$ cat src/rtl/ps2_rx_fifo.sv
// PS/2 device-to-host receiver. It deframes 11-bit frames from the raw pins,
// checks start, stop and odd parity, and queues good bytes in a small FIFO.
module ps2_rx_fifo #(
    parameter int DEPTH_LOG2 = 3,
    parameter int TIMEOUT    = 50000
) (
    input  logic       clk,
    input  logic       clrn,
    input  logic       ps2_clk,
    input  logic       ps2_data,
    input  logic       nextdata_n,
    output logic [7:0] data,
    output logic       ready,
    output logic       overflow,
    output logic       frame_err
);

    localparam int DEPTH = 1 << DEPTH_LOG2;
    localparam int TW    = $clog2(TIMEOUT + 1);

    typedef enum logic [1:0] {IDLE, RECV, CHECK} state_t;

    state_t                       state, state_nxt;
    logic [2:0]                   clk_sync, dat_sync;
    logic [10:0]                  frame;
    logic [3:0]                   bit_cnt;
    logic [TW-1:0]                idle_cnt;
    logic [DEPTH-1:0][7:0]        mem;
    logic [DEPTH_LOG2:0]          wr_ptr, rd_ptr;
    logic                         nd_q;

    logic fall, bit_in, timeout, in_check, good, empty, full, pop, push;

    // Falling edge seen between the two oldest clock stages. The device holds
    // data stable for microseconds around the edge, so the matching oldest
    // data stage is a safe sample point.
    assign fall     = clk_sync[2] & ~clk_sync[1];
    assign bit_in   = dat_sync[2];
    assign timeout  = (state == RECV) && (idle_cnt == TW'(TIMEOUT));
    assign in_check = (state == CHECK);
    // frame[0]=start, frame[8:1]=data LSB first, frame[9]=parity, frame[10]=stop
    assign good     = ~frame[0] & frame[10] & (^frame[9:1]);

    assign empty = (wr_ptr == rd_ptr);
    assign full  = (wr_ptr[DEPTH_LOG2] != rd_ptr[DEPTH_LOG2]) &&
                   (wr_ptr[DEPTH_LOG2-1:0] == rd_ptr[DEPTH_LOG2-1:0]);
    assign pop   = nd_q & ~nextdata_n & ~empty;
    // A pop in the CHECK cycle frees a slot, so a full FIFO still accepts.
    assign push  = in_check & good & (~full | pop);

    assign data  = mem[rd_ptr[DEPTH_LOG2-1:0]];
    assign ready = ~empty;

    // Three-flop synchronisers for the asynchronous PS/2 pins.
    always_ff @(posedge clk) begin
        if (clrn) begin
            clk_sync <= '0;
            dat_sync <= '0;
        end else begin
            clk_sync <= {clk_sync[1:0], ps2_clk};
            dat_sync <= {dat_sync[1:0], ps2_data};
        end
    end

    // Receive state register.
    always_ff @(posedge clk) begin
        if (clrn) state <= IDLE;
        else      state <= state_nxt;
    end

    // Next-state: start bit opens a frame, 11th edge closes it, timeout aborts.
    always_comb begin
        state_nxt = state;
        case (state)
            IDLE:    if (fall) state_nxt = RECV;
            RECV: begin
                if (timeout)                    state_nxt = IDLE;
                else if (fall && bit_cnt == 4'd10) state_nxt = CHECK;
            end
            CHECK:   state_nxt = IDLE;
            default: state_nxt = IDLE;
        endcase
    end

    // Shift bits in LSB first; after 11 shifts the start bit sits at frame[0].
    always_ff @(posedge clk) begin
        if (clrn) begin
            frame   <= '0;
            bit_cnt <= '0;
        end else if (state == IDLE && fall) begin
            frame   <= {bit_in, frame[10:1]};
            bit_cnt <= 4'd1;
        end else if (state == RECV && fall && !timeout) begin
            frame   <= {bit_in, frame[10:1]};
            bit_cnt <= bit_cnt + 4'd1;
        end else if (state != RECV) begin
            bit_cnt <= '0;
        end
    end

    // Idle counter: runs only mid-frame, cleared by every falling edge.
    always_ff @(posedge clk) begin
        if (clrn)                                 idle_cnt <= '0;
        else if (state == RECV && !fall && !timeout) idle_cnt <= idle_cnt + 1'b1;
        else                                      idle_cnt <= '0;
    end

    // FIFO storage, pointers and the registered pop strobe.
    always_ff @(posedge clk) begin
        if (clrn) begin
            mem    <= '0;
            wr_ptr <= '0;
            rd_ptr <= '0;
            nd_q   <= 1'b1;
        end else begin
            nd_q <= nextdata_n;
            if (push) begin
                mem[wr_ptr[DEPTH_LOG2-1:0]] <= frame[8:1];
                wr_ptr <= wr_ptr + 1'b1;
            end
            if (pop) rd_ptr <= rd_ptr + 1'b1;
        end
    end

    // Sticky error flags, cleared only by reset.
    always_ff @(posedge clk) begin
        if (clrn) begin
            overflow  <= 1'b0;
            frame_err <= 1'b0;
        end else begin
            if (in_check && good && full && !pop) overflow <= 1'b1;
            if ((in_check && !good) || timeout)   frame_err <= 1'b1;
        end
    end

endmodule

$ cat config.mk
export PLATFORM = sky130hd
export DESIGN_NAME = ps2_rx_fifo
export DESIGN_NICKNAME = d
export VERILOG_FILES = /design/src/rtl/ps2_rx_fifo.sv
export SDC_FILE = /design/constraint.sdc
export NUM_CORES = 1
export LEC_CHECK = 0
export ABC_CLOCK_PERIOD_IN_PS = 2000
export BUFFER_PORTS_ARGS = -buffer_cell sky130_fd_sc_hd__buf_4
export CAP_MARGIN = 20
export CORE_AREA = 5 5 106 108
export CTS_CLUSTER_SIZE = 30
export DETAILED_ROUTE_END_ITERATION = 12
export DIE_AREA = 0 0 111 113
export GPL_TIMING_DRIVEN = 0
export PLACE_DENSITY = 0.81
export SYNTH_ARGS = -nofsm -noshare
export SYNTH_HDL_FRONTEND = slang
export SYNTH_SLANG_ARGS = --single-unit
$ cat constraint.sdc
create_clock -name clk -period 2 [get_ports clk]
set_input_delay 0.2 -clock clk [delete_from_list [all_inputs] [get_ports clk]]
set_output_delay 0.2 -clock clk [all_outputs]
set_load 0.03 [all_outputs]
# Word-level counts from Yosys, hierarchy flattened
# Index checks and enable logic that the tools add are counted.
dict set report classes {
  addsub 4
  magnitude_cmp 3
  n_eq_ne 10
  n_mux 14
  bitwise_logic 14
  n_reduce_logical 26
}
# operator n
set ops {}
lappend ops {{$bwmux 64} 1}
lappend ops {{$bmux 8 s3} 1}
lappend ops {{$demux 8 s3} 1}
lappend ops {{$mux 11} 2}
lappend ops {{$add 16x1->16 const B} 1}
lappend ops {{$eq 16x16->1 const B} 1}
lappend ops {{$mux 8} 2}
lappend ops {{$logic_and 1x1->1} 13}
lappend ops {{$add 4x1->4 const B} 3}
lappend ops {{$reduce_xor 9->1} 1}
lappend ops {{$lt 3x4->1 const B} 2}
lappend ops {{$mux 4} 2}
lappend ops {{$and 1x1->1} 7}
lappend ops {{$mux 2} 3}
lappend ops {{$not 1->1} 6}
lappend ops {{$eq 4x4->1} 1}
lappend ops {{$eq 4x4->1 const B} 1}
lappend ops {{$logic_not 1->1} 4}
lappend ops {{$pmux 2 s2} 1}
lappend ops {{$reduce_bool 2->1} 2}
lappend ops {{$reduce_or 2->1} 2}
lappend ops {{$eq 3x3->1} 1}
lappend ops {{$ge 3x1->1 const B} 1}
lappend ops {{$ne 3x2->1 const B} 1}
lappend ops {{11 further kinds} 11}
dict set report totals {
  reg_bits 114
  in_bits 5
  output_inout_bits 11
  wordCells 91
}

# Logic depth before layout (Yosys ltp)
dict set report logic_depth {
  word_depth 7
  mapped_depth 8
  depth_no_buf 7
}

# Least setup slack after synthesis
# OpenSTA, ideal clock, no wires.
dict set report synth_timing {
  path_kind {flip-flop to output port}
  from {reg rd_ptr[0]}
  to {out data[0]}
  arrival_ns 1.905
  required_ns 1.800
  path_slack_ns -0.105
  stages_incl_launch_ff 5
  path_buffers 2
  path_cell_list {dfxtp_1 buf_6 buf_1 mux4_2 mux2_2}
}
dict set report synth_between {
  elab_chain_cells 2
}
# element line
set synth_rtl {}
lappend synth_rtl {{from (decl)} 29} ;# logic [DEPTH_LOG2:0] wr_ptr, rd_ptr;
lappend synth_rtl {{from (signal assigned)} 121} ;# if (pop) rd_ptr <= rd_ptr + 1'b1;
lappend synth_rtl {{$bmux 8 s3} 51} ;# assign data = mem[rd_ptr[DEPTH_LOG2-1:0]];
lappend synth_rtl {{$mux 8 (implied by the code)} 51}
lappend synth_rtl {{to (decl)} 12} ;# output logic [7:0] data,
# Every way passes these cells. The select of a mux whose other input is x is not followed.

# Worst setup path after layout
dict set report layout_timing {
  from {reg rd_ptr[0]}
  to {out data[3]}
}
# Same word-level chain as after synthesis.

==> impl_metrics.json <==
{
  "status": "complete, but fails checks",
  "violations": "setup timing",
  "grt_pass1_wl_mm": 21.74,
  "track_usage_pct": 21.82,
  "fin_skew_ns": 0.009692,
  "cts_buffer_depth": 2,
  "finalCriticalPeriod_ns": 2.328,
  "drive_above_1_share_pct": 29.90,
  "setup_viol": 67,
  "cp.arrival_ns": 2.13,
  "syn_area_per_cell_um2": 10.72,
  "synth.area.mux_share_pct": 22.75,
  "cp-start-kind": "register",
  "antennaDiodeCount": 0,
  "hpwlAfterDp_mm": 7.558,
  "synth_xor_area_share_pct": 5.630,
  "cts_inserted_buffers": 17,
  "num_rows": 37,
  "synth-simple-area-share_pct": 20.26,
  "finalWorstSetupSlack_ns": -0.3278,
  "m1WireLength_mm": 5.598,
  "crit_end": "data[3]",
  "grt_antenna_before_repair": 0,
  "rsz0062_at_grt": "yes",
  "dp_slack_ns": -0.5065,
  "maxSlewViolCount": 0,
  "syn-cell-area_um2": 5423,
  "syn_inst": 506,
  "maxCapViolCount": 0,
  "syn_to_final_growth_pct": 32.72,
  "numPortBuffers": 15,
  "start_util_pct": 53.49,
  "grt_max_degree": 17,
  "p_leak_nw": 2.827,
  "die_w_um": 111,
  "wire_per_inst_um": 18.84,
  "synthTopCellsByArea": "dfxtp_1 (42%), mux2i_1 (14%), nand2b_1 (8.4%)",
  "highest_layer": "met4",
  "timing.rr.end": "mem[59]",
  "clk_latency_ns": 0.52,
  "die_h_um": 113,
  "synth_cell_types": 51,
  "ys_ff_latch": 114,
  "synth_fa_ha_area_share_pct": 1.384,
  "synth_compound_area_share_pct": 4.615,
  "grt_remaining_overflow": 0,
  "cellPowerDensity_nw_per_um2": 750.2,
  "min_path_type": "in -> reg",
  "drt_iter0_markers": 209,
  "cts_sinks": 114,
  "ios": 16,
  "path_clk_slew_ns": 0.06,
  "gp_congestion": 0.8026,
  "synth_top_family_by_area": "multiplexers",
  "coreArea_um2": 10140,
  "r2r_cells": 7,
  "yosysSeqAreaShare_pct": 42.09,
  "syn_nets": 517,
  "via_per_inst": 5.670,
  "slew_headroom_pct": 60.46,
  "yosys.area.top_type": "dfxtp_1",
  "dr_wl_met2_mm": 7.322,
  "max-vdd-ir-drop_mv": 0.6296,
  "r2r_slack_ns": -0.10,
  "setup_tns_ns": -4.276,
  "grt_pass1_vias": 4373,
  "final_cell_mix": "dfxtp_1 (103), mux2i_1 (74), nand2b_1 (73), nor2_1 (38), buf_4 (28)",
  "ant_nets": 0,
  "yosysWarnings": 0,
  "crit_required_ns": 1.80,
  "design.die.area_um2": 12540,
  "synth_top_cell_area_share_pct": 42.09,
  "end_kind": "output pin",
  "worst_pin_slew_ns": 0.5931,
  "timing.rr.start": "frame[6]",
  "dr_wl_met3_um": 452,
  "finalCritPeriodShare_pct": 116.4,
  "drt_first_pass_iters": 4,
  "route.final.wire_length_mm": 13.72,
  "drcViolationCount": 0,
  "clockRootBuffer": "clkbuf_8",
  "hold_viol_final": 0,
  "crit_path_start": "rd_ptr[0]",
  "tritoncts": "yes",
  "path_class": "reg -> out",
  "final_common_cell": "dfxtp_1",
  "htreeDepth": 4,
  "fmax_ghz": 0.4296,
  "nets": 592,
  "vias": 4128,
  "cp_max_fo": 6
}
through the flow:
stage	instances	power [mW]	hold slack (ns)	util, %	cell area, µm²
after floorplan	506	2.392	0.3066	-	5433
after global placement	657	2.417	0.4015	56.37	5715
after detailed placement	657	2.419	0.4048	56.37	5715
after CTS	715	5.416	0.3288	67.96	6890
after global routing	728	5.563	0.3868	70.99	7197
final	728	5.399	0.3783	70.99	7197
logic make-up after synthesis:
logic type | Yosys count
AND/OR/NAND/NOR | 184
multiplexers | 102
buffers and inverters | 41
AO/OA/AOI/OAI | 30
flip-flops | 114
adder cells (fa/ha/maj) | 6
XOR/XNOR | 29
flip-flops by register name, summed over array words and instances (netlist names):
| name | flops |
|---|---|
| bit_cnt | 4 |
| clk_sync | 3 |
| dat_sync | 3 |
| frame | 11 |
| frame_err | 1 |
| idle_cnt | 16 |
| mem | 64 |
| nd_q | 1 |
| overflow | 1 |
| rd_ptr | 4 |
| state | 2 |
| wr_ptr | 4 |
per-layer routing:
metal  global-route usage, %  vias to the layer above
met5                       0                        -
met4                   9.688                        0
met3                   5.882                       35
met2                   39.44                      109
met1                   24.04                     2066
li1                        -                     1918
area by class of cell:
class | instances | area (µm²)
multi-input combinational | 351 | 3272
fill | 600 | 2942
sequential | 114 | 2306
timing repair buffer | 58 | 645.6
clock buffer | 20 | 455.4
buffer | 30 | 180.2
tap | 136 | 170.2
clock inverter | 10 | 133.9
inverter | 9 | 33.78
cells in the mapped netlist, drive strengths merged:
| master | instances |
|---|---|
| xnor3 | 1 |
| a31oi | 5 |
| xnor2 | 15 |
| nand2 | 10 |
| ha | 6 |
| and2 | 3 |
| nor3 | 9 |
| a21oi | 8 |
| a22oi | 1 |
| or4bb | 2 |
| a2111oi | 3 |
| and4 | 1 |
| xor2 | 13 |
| nor4 | 1 |
| nand2b | 73 |
| and3 | 1 |
| o21ai | 5 |
| a311o | 1 |
| nor2 | 39 |
| nor4bb | 1 |
| or3 | 5 |
| clkbuf | 16 |
| nand4b | 4 |
| buf | 16 |
| mux2 | 10 |
| inv | 9 |
| o22ai | 1 |
| or2 | 1 |
| a211oi | 2 |
| nand4 | 7 |
| dfxtp | 114 |
| nor2b | 9 |
| or4 | 4 |
| o41a | 1 |
| mux2i | 76 |
| nor3b | 1 |
| nor4b | 3 |
| o31ai | 3 |
| mux4 | 16 |
| nand3 | 10 |
how the worst min path moves through the flow:
stage                    start        end  slack, ns  cells past startpoint
global route              clrn  wr_ptr[0]       0.39                      4
detailed placement  nextdata_n       nd_q       0.40                      2
CTS                       clrn    mem[39]       0.33                      4
floorplan           nextdata_n       nd_q       0.31                      1
global placement    nextdata_n       nd_q       0.40                      2
finish                    clrn  wr_ptr[0]       0.38                      4
repair_timing:
item                       in CTS  in global routing
buffers inserted               24                 13
cloned                          1                  1
hold endpoints to repair        4                  0
setup endpoints to repair     108                106
resized for setup              48                 52
pin swaps                      18                 15
hold buffers                    4                  0
power by group:
group	internal, mW	switching [mW]	total (mW)	leakage, nW
logic	0.0530	0.0544	0.107	1.61
clock network	1.97	1.04	3.01	0.288
registers	2.27	0.00290	2.28	0.926
total	4.30	1.10	5.40	2.83
critical path, stage by stage (launching register included):
cell     delay, ns
dfxtp_4       0.36
buf_12        0.14
buf_12        0.12
mux4_2        0.54
mux2_4        0.30
buf_6         0.14
Note: power is estimated with default switching activity, not from simulation.
